==> config.mk <==
export PLATFORM = sky130hd
export DESIGN_NAME = pipelined_adder
export DESIGN_NICKNAME = d
export VERILOG_FILES = /design/src/rtl/pipelined_adder.sv
export SDC_FILE = /design/constraint.sdc
export NUM_CORES = 1
export LEC_CHECK = 0
export CAP_MARGIN = 20
export CORE_MARGIN = 2
export CORE_UTILIZATION = 30
export CTS_CLUSTER_SIZE = 30
export DETAILED_ROUTE_END_ITERATION = 10
export SYNTH_ARGS = -nofsm -noshare
export SYNTH_HDL_FRONTEND = slang
export SYNTH_SLANG_ARGS = --single-unit
==> constraint.sdc <==
create_clock -name clk -period 5.58 [get_ports clk]
set_clock_uncertainty 0.05 [all_clocks]
set_input_delay 0.837 -clock clk [delete_from_list [all_inputs] [get_ports clk]]
set_output_delay 0.837 -clock clk [all_outputs]
set_load 0.01 [all_outputs]
==> src/rtl/pipelined_adder.sv <==
// Pipelined WIDTH-bit adder: one SEG-bit segment per stage, carry registered between stages,
// valid/ready handshake with global stall. Define PIPE_ADD_SUB_EN to add the 'sub' input.
module pipelined_adder #(
   parameter int WIDTH  = 16,
   parameter int STAGES = 4
) (
   input  logic             clk,
   input  logic             rst,
   input  logic             in_valid,
   output logic             in_ready,
   input  logic [WIDTH-1:0] op1,
   input  logic [WIDTH-1:0] op2,
   input  logic             carryin,
`ifdef PIPE_ADD_SUB_EN
   input  logic             sub,
`endif
   output logic             out_valid,
   input  logic             out_ready,
   output logic [WIDTH-1:0] out_data,
   output logic             carryout
);

   localparam int SEG = WIDTH / STAGES;

   logic             w_advance;
   logic [WIDTH-1:0] w_b0;
   logic             w_c0;

   // Subtraction is a two's-complement add: invert op2 and force the stage-0 carry.
   always_comb begin
      w_b0 = op2;
      w_c0 = carryin;
`ifdef PIPE_ADD_SUB_EN
      if (sub) begin
         w_b0 = ~op2;
         w_c0 = 1'b1;
      end
`endif
   end

   assign w_advance = out_ready | ~out_valid;
   assign in_ready  = w_advance & ~rst;

   for (genvar k = 0; k < STAGES; k++) begin : g_stage
      localparam int LO   = k * SEG;
      localparam int DONE = (k + 1) * SEG;
      localparam int REM  = WIDTH - DONE;

      logic            r_v;
      logic            r_c;
      logic [DONE-1:0] r_sum;

      logic [SEG-1:0]  w_a;
      logic [SEG-1:0]  w_b;
      logic            w_ci;
      logic            w_vi;
      logic [SEG:0]    w_seg;
      logic [DONE-1:0] w_sum_next;

      if (k == 0) begin : g_first
         assign w_a        = op1[SEG-1:0];
         assign w_b        = w_b0[SEG-1:0];
         assign w_ci       = w_c0;
         assign w_vi       = in_valid;
         assign w_sum_next = w_seg[SEG-1:0];
      end else begin : g_next
         assign w_a        = g_stage[k-1].g_ops.r_a[SEG-1:0];
         assign w_b        = g_stage[k-1].g_ops.r_b[SEG-1:0];
         assign w_ci       = g_stage[k-1].r_c;
         assign w_vi       = g_stage[k-1].r_v;
         assign w_sum_next = {w_seg[SEG-1:0], g_stage[k-1].r_sum};
      end

      assign w_seg = {1'b0, w_a} + {1'b0, w_b} + {{SEG{1'b0}}, w_ci};

      always_ff @(posedge clk) begin
         if (rst) begin
            r_v   <= 1'b0;
            r_c   <= 1'b0;
            r_sum <= '0;
         end else if (w_advance) begin
            r_v   <= w_vi;
            r_c   <= w_seg[SEG];
            r_sum <= w_sum_next;
         end
      end

      // Upper operand segments ride along until their stage consumes them.
      if (k < STAGES - 1) begin : g_ops
         logic [REM-1:0] r_a;
         logic [REM-1:0] r_b;
         logic [REM-1:0] w_a_up;
         logic [REM-1:0] w_b_up;

         if (k == 0) begin : g_src0
            assign w_a_up = op1[WIDTH-1:SEG];
            assign w_b_up = w_b0[WIDTH-1:SEG];
         end else begin : g_srcn
            assign w_a_up = g_stage[k-1].g_ops.r_a[WIDTH-LO-1:SEG];
            assign w_b_up = g_stage[k-1].g_ops.r_b[WIDTH-LO-1:SEG];
         end

         always_ff @(posedge clk) begin
            if (rst) begin
               r_a <= '0;
               r_b <= '0;
            end else if (w_advance) begin
               r_a <= w_a_up;
               r_b <= w_b_up;
            end
         end
      end
   end

   assign out_valid = g_stage[STAGES-1].r_v;
   assign out_data  = g_stage[STAGES-1].r_sum;
   assign carryout  = g_stage[STAGES-1].r_c;

endmodule
# Yosys cells after proc, flatten, opt, wreduce, memory -nomap -nowiden
# Cells that the tools add are included.
# totals
out_inout_bits,19
word_cells,30
register_bits,96
inputBits,37
# op_classes
bitwise,4
add_sub_neg,8
# ops
op,n
4-bit by 4-bit adder with 5-bit output,4
5-bit by 1-bit adder with 5-bit output,4
1-bit NOT,2
1-bit bitwise AND,1
1-bit OR,1

# Depth between registers and ports, before layout
# Gate-level depths: netlist (run 1).
# logic_depth
word_depth,3
ltp_mapped,6
ltp_nobuf,6

# Worst setup path before layout (run 1)
# Ideal clock, no wire load.
# synth_timing
kind,input to output
start,in rst
end,out in_ready
slack_ps,3312
path_stages,3
required_ps,4693
path_buffers,2
arrival_time_ps,1381
path_cell_list,buf_2 clkbuf_1 nor2_1
# synth_via
elab_chain_cells,2
# synth_lines
item,line_no,source
start: declaration,8,"input logic rst,"
1-bit NOT,42,assign in_ready = w_advance & ~rst;
1-bit bitwise AND,42,
end: declaration,10,"output logic in_ready,"
# Every way passes these cells.

# Worst setup path after layout (run 1)
# layout_timing
start,in out_ready
end,out in_ready
# layout_via
elab_chain_cells,2
# layout_lines
item,line_no,source
start: declaration,18,"input logic out_ready,"
1-bit OR,41,assign w_advance = out_ready | ~out_valid;
1-bit bitwise AND,42,
# Every way passes these cells.

==> results of run 1 <==
-- placed cells by master, fill, tap and decap left out --
cell type                           n
sky130_fd_sc_hd__a2111o_1           4
sky130_fd_sc_hd__a211oi_1           8
sky130_fd_sc_hd__a21oi_1           86
sky130_fd_sc_hd__xnor2_1            4
sky130_fd_sc_hd__clkdlybuf4s50_1   54
sky130_fd_sc_hd__a21o_1             4
sky130_fd_sc_hd__buf_4              3
sky130_fd_sc_hd__nor3_1             1
sky130_fd_sc_hd__bufinv_16          1
sky130_fd_sc_hd__clkinvlp_4         1
sky130_fd_sc_hd__nor2b_1            3
sky130_fd_sc_hd__fa_1               8
sky130_fd_sc_hd__nand2b_1           3
sky130_fd_sc_hd__or3_1              3
sky130_fd_sc_hd__dfxtp_1           96
sky130_fd_sc_hd__clkinv_2           1
sky130_fd_sc_hd__nand2b_4           1
sky130_fd_sc_hd__clkinv_4           1
sky130_fd_sc_hd__inv_1             11
sky130_fd_sc_hd__nand2_1          165
sky130_fd_sc_hd__o211ai_2           4
sky130_fd_sc_hd__nor2_1            14
sky130_fd_sc_hd__nand3b_1           6
sky130_fd_sc_hd__nor2b_4            1
sky130_fd_sc_hd__clkbuf_16          9
sky130_fd_sc_hd__a221oi_2           1
sky130_fd_sc_hd__inv_6              3
sky130_fd_sc_hd__o21ai_0            3
sky130_fd_sc_hd__ha_1              12
-- state kept, by name (all words and copies together), names as in the netlist --
signal / cells
carryout: 1
g_stage.g_ops.r_b: 24
g_stage.r_v: 3
out_data: 16
g_stage.g_ops.r_a: 24
g_stage.r_c: 3
g_stage.r_sum: 24
out_valid: 1
-- per-stage QoR --
stage / utilization, % / instances / total power [uW]
CTS: 36.9 / 687 / 1510
global placement: 34.6 / 671 / 887
floorplan: - / 471 / 837
finish: 36.9 / 687 / 1490
global route: 36.9 / 687 / 1560
detailed placement: 34.6 / 671 / 892
-- power breakdown --
group / internal (uW) / total, uW / switching (uW)
logic: 69.2 / 131 / 62.3
registers: 723 / 743 / 20.0
clock network: 352 / 616 / 264
-- routing by layer --
metal	up-vias	routed length (um)	global-route usage, %
met5	-	0	0
met4	0	122	4.63
met3	8	324	2.78
met2	52	3350	17.8
met1	1364	3940	14.7
li1	1612	-	-
-- cells by family (layout without fill, tap and decap cells) --
logic type      Yosys count  after routing  share of synthesized area [%]
buf+inv                  44             84                           7.32
compound gates          110            110                           16.1
fa+ha+maj                20             20                           7.76
simple gates            197            197                           19.8
xor+xnor                  4              4                          0.876
flops                    96             96                           48.1
-- final timing paths --
path	cells past startpoint	start	endpoint
max	4	out_ready	in_ready
min	2	out_data[7]$_SDFFE_PP0N_	out_data[7]$_SDFFE_PP0N_
max reg2reg	5	g_stage[2].r_c$_SDFFE_PP0N_	carryout$_SDFFE_PP0N_
min reg2reg	2	out_data[7]$_SDFFE_PP0N_	out_data[7]$_SDFFE_PP0N_
-- worst max-delay path: cells and delay by family --
family        cells  cell delay, ns
buf+inv           2            1.08
simple gates      2            0.21
-- cell type report --
cell class,instances,area share (%)
inverter,11,0.852
sequential,96,39.7
timing repair buffer,57,11.6
clock buffer,9,4.65
multi-input combinational,331,37.1
clock inverter,7,1.60
tap,176,4.54
==> out/results.tsv, run 1 <==
stage	metric	value	unit
status	run_status	completed	
global_routing	global_route_wire_length_before_repair	13.1	mm
synthesis	synth-seq-cells	96	
final_layout	synthToLayoutAreaGrowth	21.2	%
floorplan	die_area	14300	um^2
placement	place.detailed.hpwl	5.05	mm
synthesis	synth_async_sr_flop_share	0	%
clocking	clock_tree_from_tritoncts	yes	
clocking	clkTransAtPathRegs	0.06	ns
final_layout	multiInputGateArea	1800	um^2
timing	max-slew-margin-rel	35.9	%
setup_path	timing.critical_path.required	4.69	ns
synthesis	synth_area_leaders	sky130_fd_sc_hd__dfxtp_1, sky130_fd_sc_hd__nand2_1, sky130_fd_sc_hd__a21oi_1	
route	drt.antenna.violating_nets	0	
placement	place_area	4540	um^2
synthesis	ys.warnings.count	0	
final_layout	finish.net_count	563	
timing	worst_slew_pin_slew	0.962	ns
setup_path	critPathArrivalTime	2.13	ns
timing	timing.final.max_slew_violations	0	
route	totalWireLength	7.74	mm
clocking	cts.hold.buffers_added	0	
route	route.detailed.wl_per_inst	11.3	um
synthesis	post_synth_most_frequent_cells	sky130_fd_sc_hd__nand2_1, sky130_fd_sc_hd__dfxtp_1, sky130_fd_sc_hd__a21oi_1	
synthesis	ys_types	25	
timing	fin_crit	3.02	ns
floorplan	initial_utilization	30.4	%
timing	final_setup_violation_count	0	
final_layout	sequential_cell_area	1920	um^2
global_routing	grt_util_all_layers	11.3	%
global_routing	grt_max_degree	100	
setup_path	reg2reg_setup_slack	3.67	ns
setup_path	setup.worst_path.end_class	output port	
setup_path	timing.critical_path.slowest_cell_delay	0.56	ns
timing	clock.fmax	0.331	GHz
synthesis	synth_fp_nets	528	
route	routed-via-count	3036	
synthesis	most_common_flop_cell_mapped_by_yosys	sky130_fd_sc_hd__dfxtp_1	
setup_path	critical_path_class	in2out	
route	drt_iter0_markers	125	
timing	final.setup.worst_slack	2.56	ns
placement	buffer_ports.inserted	55	
setup_path	worst_setup_path_start_kind	input port	
global_routing	grt_antenna_before_repair	0	
final_layout	finish.instance_area	4850	um^2
synthesis	synth-seq-area-share	48.1	%
setup_path	critical-path-top-cell-by-count	sky130_fd_sc_hd__clkdlybuf4s50_1	
global_routing	grt_pass1_vias	2987	
final_layout	layout-drive-gt1-share	5.09	%
floorplan	die_height	119	um
pwr	vdd_ir_drop_max	131	uV
placement	gpl.final_weighted_congestion	0.710	
synthesis	synth.most_common_cell	sky130_fd_sc_hd__nand2_1	
placement	dpl_worst_slack	2.51	ns
clocking	cts_inserted_buffers	9	
timing	timing.final.hold_violations	0	
synthesis	post_synth_instance_area	4000	um^2
clocking	clock_tree.htree_level_count	3	
synthesis	synthCells	471	
synthesis	synth_largest_area_cell	sky130_fd_sc_hd__dfxtp_1	
route	drt_pass1_iterations	4	
clocking	post_cts_resized	0	
clocking	cts_max_path_buffers	2	
floorplan	total_i_o_pin_count	56	
clocking	clkSinkCount	96	
floorplan	core_area	13100	um^2
setup_path	timing.critical_path.cells	clkdlybuf4s50_1 > nor2b_4 > nor2_1 > clkdlybuf4s50_1	
synthesis	mean_post_synth_cell_area	8.49	um^2
job	timing.max_cap.violations	0	
hold_path	hold_path_class	reg2reg	
global_routing	grt.overflow.total	0	
timing	final.setup.tns	0	ns
timing	finalHoldWorstSlack	0.400	ns
pwr	p_per_area	308	nW/um^2
setup_path	crit_path_top_delay_cell	sky130_fd_sc_hd__clkdlybuf4s50_1	
setup_path	critical_path.max_fanout	2	
synthesis	count_of_flip_flops_with_a_built_in_enable_after_synthesis	0	
route	detail_route.drc_violations	0	
pwr	leakage	0.00188	uW
clocking	cts_post_setup_buffers_inserted	0	
floorplan	num_rows	42	
floorplan	die-width	119	um
final_layout	final.fill_count	1391	
clocking	root_buffer	sky130_fd_sc_hd__clkbuf_16	
synthesis	synth_top_area_share	48.1	%
clocking	clk-insertion-delay-late	0.34	ns
timing	grt_setup_unrepaired	false	
final_layout	antenna_cells	0	
timing	final.period_utilization	54.1	%
route	drt-vias-per-instance	4.42	
(Power assumes the default switching activity.)
==> run 2, diff against run 1 <==
==> constraint.sdc (replaced) <==
create_clock -name clk -period 3 [get_ports clk]
set_clock_uncertainty 0.05 [all_clocks]
set_input_delay 0.45 -clock clk [delete_from_list [all_inputs] [get_ports clk]]
set_output_delay 0.45 -clock clk [all_outputs]
set_load 0.01 [all_outputs]
==> out/results.tsv, run 2 (same netlist as run 1, synthesis figures left out) <==
stage	metric	value	unit
status	run_status	completed	
setup_path	regToRegStartpoint	g_stage[2].r_c$_SDFFE_PP0N_	
clocking	cts_max_path_buffers	2	
timing	timing.final.max_slew_violations	0	
global_routing	grt_antenna_before_repair	0	
placement	gpl.final_weighted_congestion	0.764	
clocking	post_cts_resized	0	
setup_path	setup.worst_path.end_class	output port	
pwr	p_per_area	566	nW/um^2
setup_path	critPathArrivalTime	1.77	ns
final_layout	commonest_cells_after_routing_fill_and_taps_aside	sky130_fd_sc_hd__nand2_1, sky130_fd_sc_hd__dfxtp_1, sky130_fd_sc_hd__a21oi_1, sky130_fd_sc_hd__clkdlybuf4s50_1, sky130_fd_sc_hd__nor2_1	
hold_path	timing.hold.worst_endpoint	out_data[8]$_SDFFE_PP0N_	
placement	place.detailed.hpwl	5.20	mm
final_layout	antenna_cells	0	
pwr	finalPower	2760	uW
setup_path	timing.critical_path.required	2.50	ns
route	drt_iter0_markers	157	
clocking	clkTransAtPathRegs	0.06	ns
route	drt_pass1_iterations	4	
global_routing	global_route_wire_length_before_repair	13.5	mm
clocking	clock_tree_from_tritoncts	yes	
floorplan	initial_utilization	30.4	%
setup_path	worst_setup_path_start_kind	input port	
clocking	clock_tree.htree_level_count	3	
floorplan	core_area	13100	um^2
pwr	leakage	0.00189	uW
timing	final_setup_violation_count	0	
hold_path	min_from	out_data[8]$_SDFFE_PP0N_	
clocking	cts_inserted_buffers	9	
route	wirelength_met1	4.06	mm
timing	fin_crit	2.27	ns
final_layout	multiInputGateArea	1800	um^2
route	routed-via-count	3037	
final_layout	layout_commonest_cell	sky130_fd_sc_hd__nand2_1	
final_layout	sequential_cell_area	1920	um^2
clocking	cts.hold.buffers_added	0	
setup_path	reg2reg_setup_slack	1.09	ns
floorplan	die-width	119	um
final_layout	layout-drive-gt1-share	5.45	%
clocking	clkSinkCount	96	
floorplan	num_rows	42	
timing	final.period_utilization	75.8	%
final_layout	final.fill_count	1362	
global_routing	grt_util_all_layers	11.4	%
clocking	cts_post_setup_buffers_inserted	0	
route	route.detailed.wl_per_inst	11.3	um
final_layout	synthToLayoutAreaGrowth	22.1	%
pwr	vdd_ir_drop_max	303	uV
hold_path	hold-path-cell-count	2	
route	drt-vias-per-instance	4.40	
route	totalWireLength	7.79	mm
route	met3RoutedLength	264	um
timing	timing.final.hold_violations	0	
clocking	clk-insertion-delay-late	0.33	ns
floorplan	die_area	14300	um^2
timing	final.setup.tns	0	ns
floorplan	total_i_o_pin_count	56	
setup_path	critical_path_class	in2out	
timing	grt_setup_unrepaired	false	
setup_path	critical_path.max_fanout	2	
floorplan	die_height	119	um
hold_path	hold_path_class	reg2reg	
placement	buffer_ports.inserted	55	
global_routing	grt_pass1_vias	2936	
clocking	root_buffer	sky130_fd_sc_hd__clkbuf_16	
timing	clock.fmax	0.440	GHz
timing	worst_slew_pin_slew	0.765	ns
timing	max-slew-margin-rel	49.0	%
final_layout	largest_registers	g_stage.g_ops.r_a x24, g_stage.g_ops.r_b x24, g_stage.r_sum x24	
route	met2RoutedLength	3.38	mm
final_layout	finish.net_count	567	
global_routing	grt_max_degree	100	
route	drt.antenna.violating_nets	0	
route	highest_layer	met4	
setup_path	r2r.worst_path.cells	5	
route	detail_route.drc_violations	0	
setup_path	reg2reg_to	carryout$_SDFFE_PP0N_	
global_routing	grt.overflow.total	0	
job	timing.max_cap.violations	0	
run 2: changes by cell type in the layout (fill, tap and decap cells not counted):
cell                         delta
sky130_fd_sc_hd__buf_12         +1
sky130_fd_sc_hd__buf_4          +3
sky130_fd_sc_hd__clkbuf_1       +1
sky130_fd_sc_hd__clkbuf_8       +1
sky130_fd_sc_hd__clkinv_4       -1
sky130_fd_sc_hd__clkinvlp_4     -1
sky130_fd_sc_hd__inv_6          -1
run 2: worst max-delay path, stage by stage:
cell and delay (ns):
sky130_fd_sc_hd__clkdlybuf4s50_1 0.52, sky130_fd_sc_hd__nor2b_4 0.07, sky130_fd_sc_hd__nor2_1 0.16, sky130_fd_sc_hd__clkdlybuf4s50_1 0.57
run 2: cell type report:
type	count	area share, %
inverters	11	0.846
clock inverters	4	1.08
repair buffers	61	12.4
flip-flops and latches	96	39.4
multi-input cells	331	36.8
well taps	176	4.51
clock buffers	11	4.97
run 2: how the worst max path moves through the flow:
stage                                      from                     to  slack [ns]  cells past startpoint
finish                                out_ready               in_ready        0.73                      4
global route                          out_ready               in_ready        0.68                      4
CTS                                   out_ready               in_ready        0.68                      4
detailed placement                    out_ready               in_ready        0.68                      4
global placement                      out_ready               in_ready        0.69                      4
floorplan           g_stage[2].r_c$_SDFFE_PP0N_  carryout$_SDFFE_PP0N_        1.24                      5
run 2: metal layers:
layer  up-vias  global-route usage, %
li1       1617                      -
met1      1368                   16.1
met2        45                   17.4
met3         7                   2.54
met4         0                   3.75
met5         -                      0
run 2: per-stage QoR:
stage | std cells | area, um^2 | setup slack [ns] | util (%) | hold slack [ns]
5_1_grt | 690 | 4880 | 0.679 | 37.2 | 0.418
2_1_floorplan | 471 | 4000 | 1.24 | - | 0.382
4_1_cts | 690 | 4880 | 0.682 | 37.2 | 0.404
3_3_place_gp | 675 | 4590 | 0.692 | 34.9 | 0.390
6_report | 690 | 4880 | 0.727 | 37.2 | 0.402
3_5_place_dp | 675 | 4590 | 0.678 | 34.9 | 0.394
run 2: where the power goes:
group | switching [uW] | internal, uW | total (uW)
clock | 461 | 669 | 1130
sequential | 36.8 | 1340 | 1380
combinational | 119 | 131 | 249
==> run 3, diff against run 2 <==
==> constraint.sdc (replaced) <==
create_clock -name clk -period 2 [get_ports clk]
set_clock_uncertainty 0.05 [all_clocks]
set_input_delay 0.3 -clock clk [delete_from_list [all_inputs] [get_ports clk]]
set_output_delay 0.3 -clock clk [all_outputs]
set_load 0.01 [all_outputs]
==> out/results.tsv, run 3 (same netlist as run 1, synthesis figures left out) <==
stage	metric	value	unit
floorplan	die-width	119	um
setup_path	r2r.worst_path.cells	5	
setup_path	reg2reg_setup_slack	0.13	ns
final_layout	finish.net_count	573	
setup_path	reg2reg_to	carryout$_SDFFE_PP0N_	
clocking	clock_tree.htree_level_count	3	
route	routed-via-count	3141	
timing	fin_crit	1.92	ns
placement	gpl.final_weighted_congestion	0.776	
clocking	clkSinkCount	96	
route	drt-vias-per-instance	4.51	
pwr	vdd_ir_drop_max	441	uV
final_layout	final.fill_count	1343	
floorplan	initial_utilization	30.4	%
route	drt.antenna.violating_nets	0	
global_routing	use_met2	18.6	%
setup_path	critical-path-top-cell-by-count	sky130_fd_sc_hd__clkdlybuf4s50_1	
route	route.detailed.wl_per_inst	11.7	um
setup_path	regToRegStartpoint	g_stage[2].r_c$_SDFFE_PP0N_	
final_layout	layout-drive-gt1-share	7.10	%
setup_path	timing.critical_path.cells	clkdlybuf4s50_1 > nor2b_4 > nor2_2 > clkdlybuf4s50_1	
floorplan	die_height	119	um
timing	final.setup.worst_slack	0.0785	ns
timing	clock.fmax	0.520	GHz
global_routing	groute.layer.met3.usage	3.26	%
setup_path	worst_setup_path_start_kind	input port	
hold_path	timing.hold.worst_endpoint	g_stage[2].r_sum[4]$_SDFFE_PP0N_	
floorplan	num_rows	42	
setup_path	crit_path_top_delay_cell	sky130_fd_sc_hd__clkdlybuf4s50_1	
placement	buffer_ports.inserted	55	
global_routing	global_route_wire_length_before_repair	13.9	mm
route	detail_route.drc_violations	0	
final_layout	multiInputGateArea	1800	um^2
pwr	p_per_area	863	nW/um^2
timing	timing.final.max_slew_violations	0	
setup_path	critical_path.max_fanout	2	
clocking	cts_inserted_buffers	9	
hold_path	hold_path_class	reg2reg	
hold_path	min_from	g_stage[2].r_sum[4]$_SDFFE_PP0N_	
clocking	cts_max_path_buffers	2	
floorplan	core_area	13100	um^2
clocking	cts_post_setup_buffers_inserted	0	
global_routing	grt_util_all_layers	11.9	%
final_layout	commonest_cells_after_routing_fill_and_taps_aside	sky130_fd_sc_hd__nand2_1, sky130_fd_sc_hd__dfxtp_1, sky130_fd_sc_hd__a21oi_1, sky130_fd_sc_hd__clkdlybuf4s50_1, sky130_fd_sc_hd__nor2_1	
final_layout	synthToLayoutAreaGrowth	24.7	%
final_layout	antenna_cells	0	
final_layout	layout_commonest_cell	sky130_fd_sc_hd__nand2_1	
job	timing.max_cap.violations	0	
setup_path	timing.critical_path.required	1.65	ns
global_routing	grt_max_degree	66	
global_routing	grt_pass1_vias	3076	
route	drt_pass1_iterations	4	
timing	worst_slew_pin_slew	0.483	ns
final_layout	largest_registers	g_stage.g_ops.r_a x24, g_stage.g_ops.r_b x24, g_stage.r_sum x24	
timing	timing.final.hold_violations	0	
floorplan	die_area	14300	um^2
route	totalWireLength	8.13	mm
global_routing	grt.overflow.total	0	
setup_path	timing.critical_path.slowest_cell_delay	0.55	ns
clocking	root_buffer	sky130_fd_sc_hd__clkbuf_16	
pwr	finalPower	4310	uW
setup_path	path_delay_family	buffers and inverters	
route	drt_iter0_markers	197	
clocking	clkTransAtPathRegs	0.06	ns
global_routing	top_usage_layer	met2	
timing	grt_setup_unrepaired	false	
global_routing	groute.layer.met1.usage	16.3	%
hold_path	hold-path-cell-count	2	
timing	final_setup_violation_count	0	
setup_path	critPathBufInv	2	
status	run_status	completed	
final_layout	sequential_cell_area	1920	um^2
setup_path	setup.worst_path.end_class	output port	
pwr	leakage	0.00195	uW
setup_path	critPathArrivalTime	1.57	ns
global_routing	grt_antenna_before_repair	0	
placement	dpl_worst_slack	-0.0552	ns
setup_path	critical_path_class	in2out	
placement	place.detailed.hpwl	5.66	mm
clocking	clock_tree_from_tritoncts	yes	
timing	max-slew-margin-rel	67.8	%
clocking	clk-insertion-delay-late	0.34	ns
floorplan	total_i_o_pin_count	56	
timing	final.period_utilization	96.1	%
run 3: cell count changes in the layout (fill, tap and decap cells not counted):
cell and change:
sky130_fd_sc_hd__buf_4 +4, sky130_fd_sc_hd__clkinvlp_4 +3, sky130_fd_sc_hd__buf_12 +2, sky130_fd_sc_hd__bufinv_16 +1, sky130_fd_sc_hd__clkbuf_1 -1, sky130_fd_sc_hd__clkinv_2 -1, sky130_fd_sc_hd__inv_6 -1, sky130_fd_sc_hd__nor2_1 -1
sky130_fd_sc_hd__nor2_2 +1
run 3: worst max path at each step:
stage	start	end	slack, ns	cells past startpoint
6_report	out_ready	in_ready	0.08	4
5_1_grt	out_ready	in_ready	0.03	4
4_1_cts	out_ready	in_ready	0.05	4
3_5_place_dp	out_ready	out_data[6]$_SDFFE_PP0N_	-0.06	6
3_3_place_gp	out_ready	out_data[7]$_SDFFE_PP0N_	-0.008	6
2_1_floorplan	g_stage[2].r_c$_SDFFE_PP0N_	carryout$_SDFFE_PP0N_	0.24	5
run 3: routing by layer:
metal,vias up,part of all wire [%]
li1,1634,-
met1,1425,51
met2,72,44
met3,10,4.4
met4,0,1.1
met5,-,0
run 3: repair_timing:
action	CTS	global route
hold buffers	0	0
gates resized for setup	1	0
setup endpoints to repair	1	0
run 3: area by class of cell:
| cell class | count | share of cell area [%] |
|---|---|---|
| Sequential cell | 96 | 38.5 |
| Multi-Input combinational cell | 331 | 36.1 |
| Timing Repair Buffer | 67 | 13.5 |
| Clock buffer | 10 | 4.79 |
| Tap cell | 176 | 4.41 |
| Clock inverter | 6 | 1.83 |
| Inverter | 11 | 0.828 |
run 3: where the power goes:
group,internal [uW],switching (uW),total [uW]
clock,1130,718,1850
sequential,2020,56.0,2070
combinational,202,181,383
total,3350,955,4310
run 3: through the flow:
step                cell area, um^2  instances  utilization [%]  TNS, ns  hold WS [ns]
finish                         4990        697             38.0        0         0.401
detailed placement             4660        681             35.4   -0.828         0.395
global route                   4990        697             38.0        0         0.410
CTS                            4990        697             38.0        0         0.400
floorplan                      4000        471                -        0         0.382
global placement               4660        681             35.4  -0.0220         0.389
run 3: worst register-to-register path, cell delays in order (launching register included):
cell,delay (ns)
sky130_fd_sc_hd__dfxtp_1,0.33
sky130_fd_sc_hd__fa_1,0.47
sky130_fd_sc_hd__fa_1,0.43
sky130_fd_sc_hd__a21o_1,0.18
sky130_fd_sc_hd__a211oi_1,0.22
sky130_fd_sc_hd__nor3_1,0.07
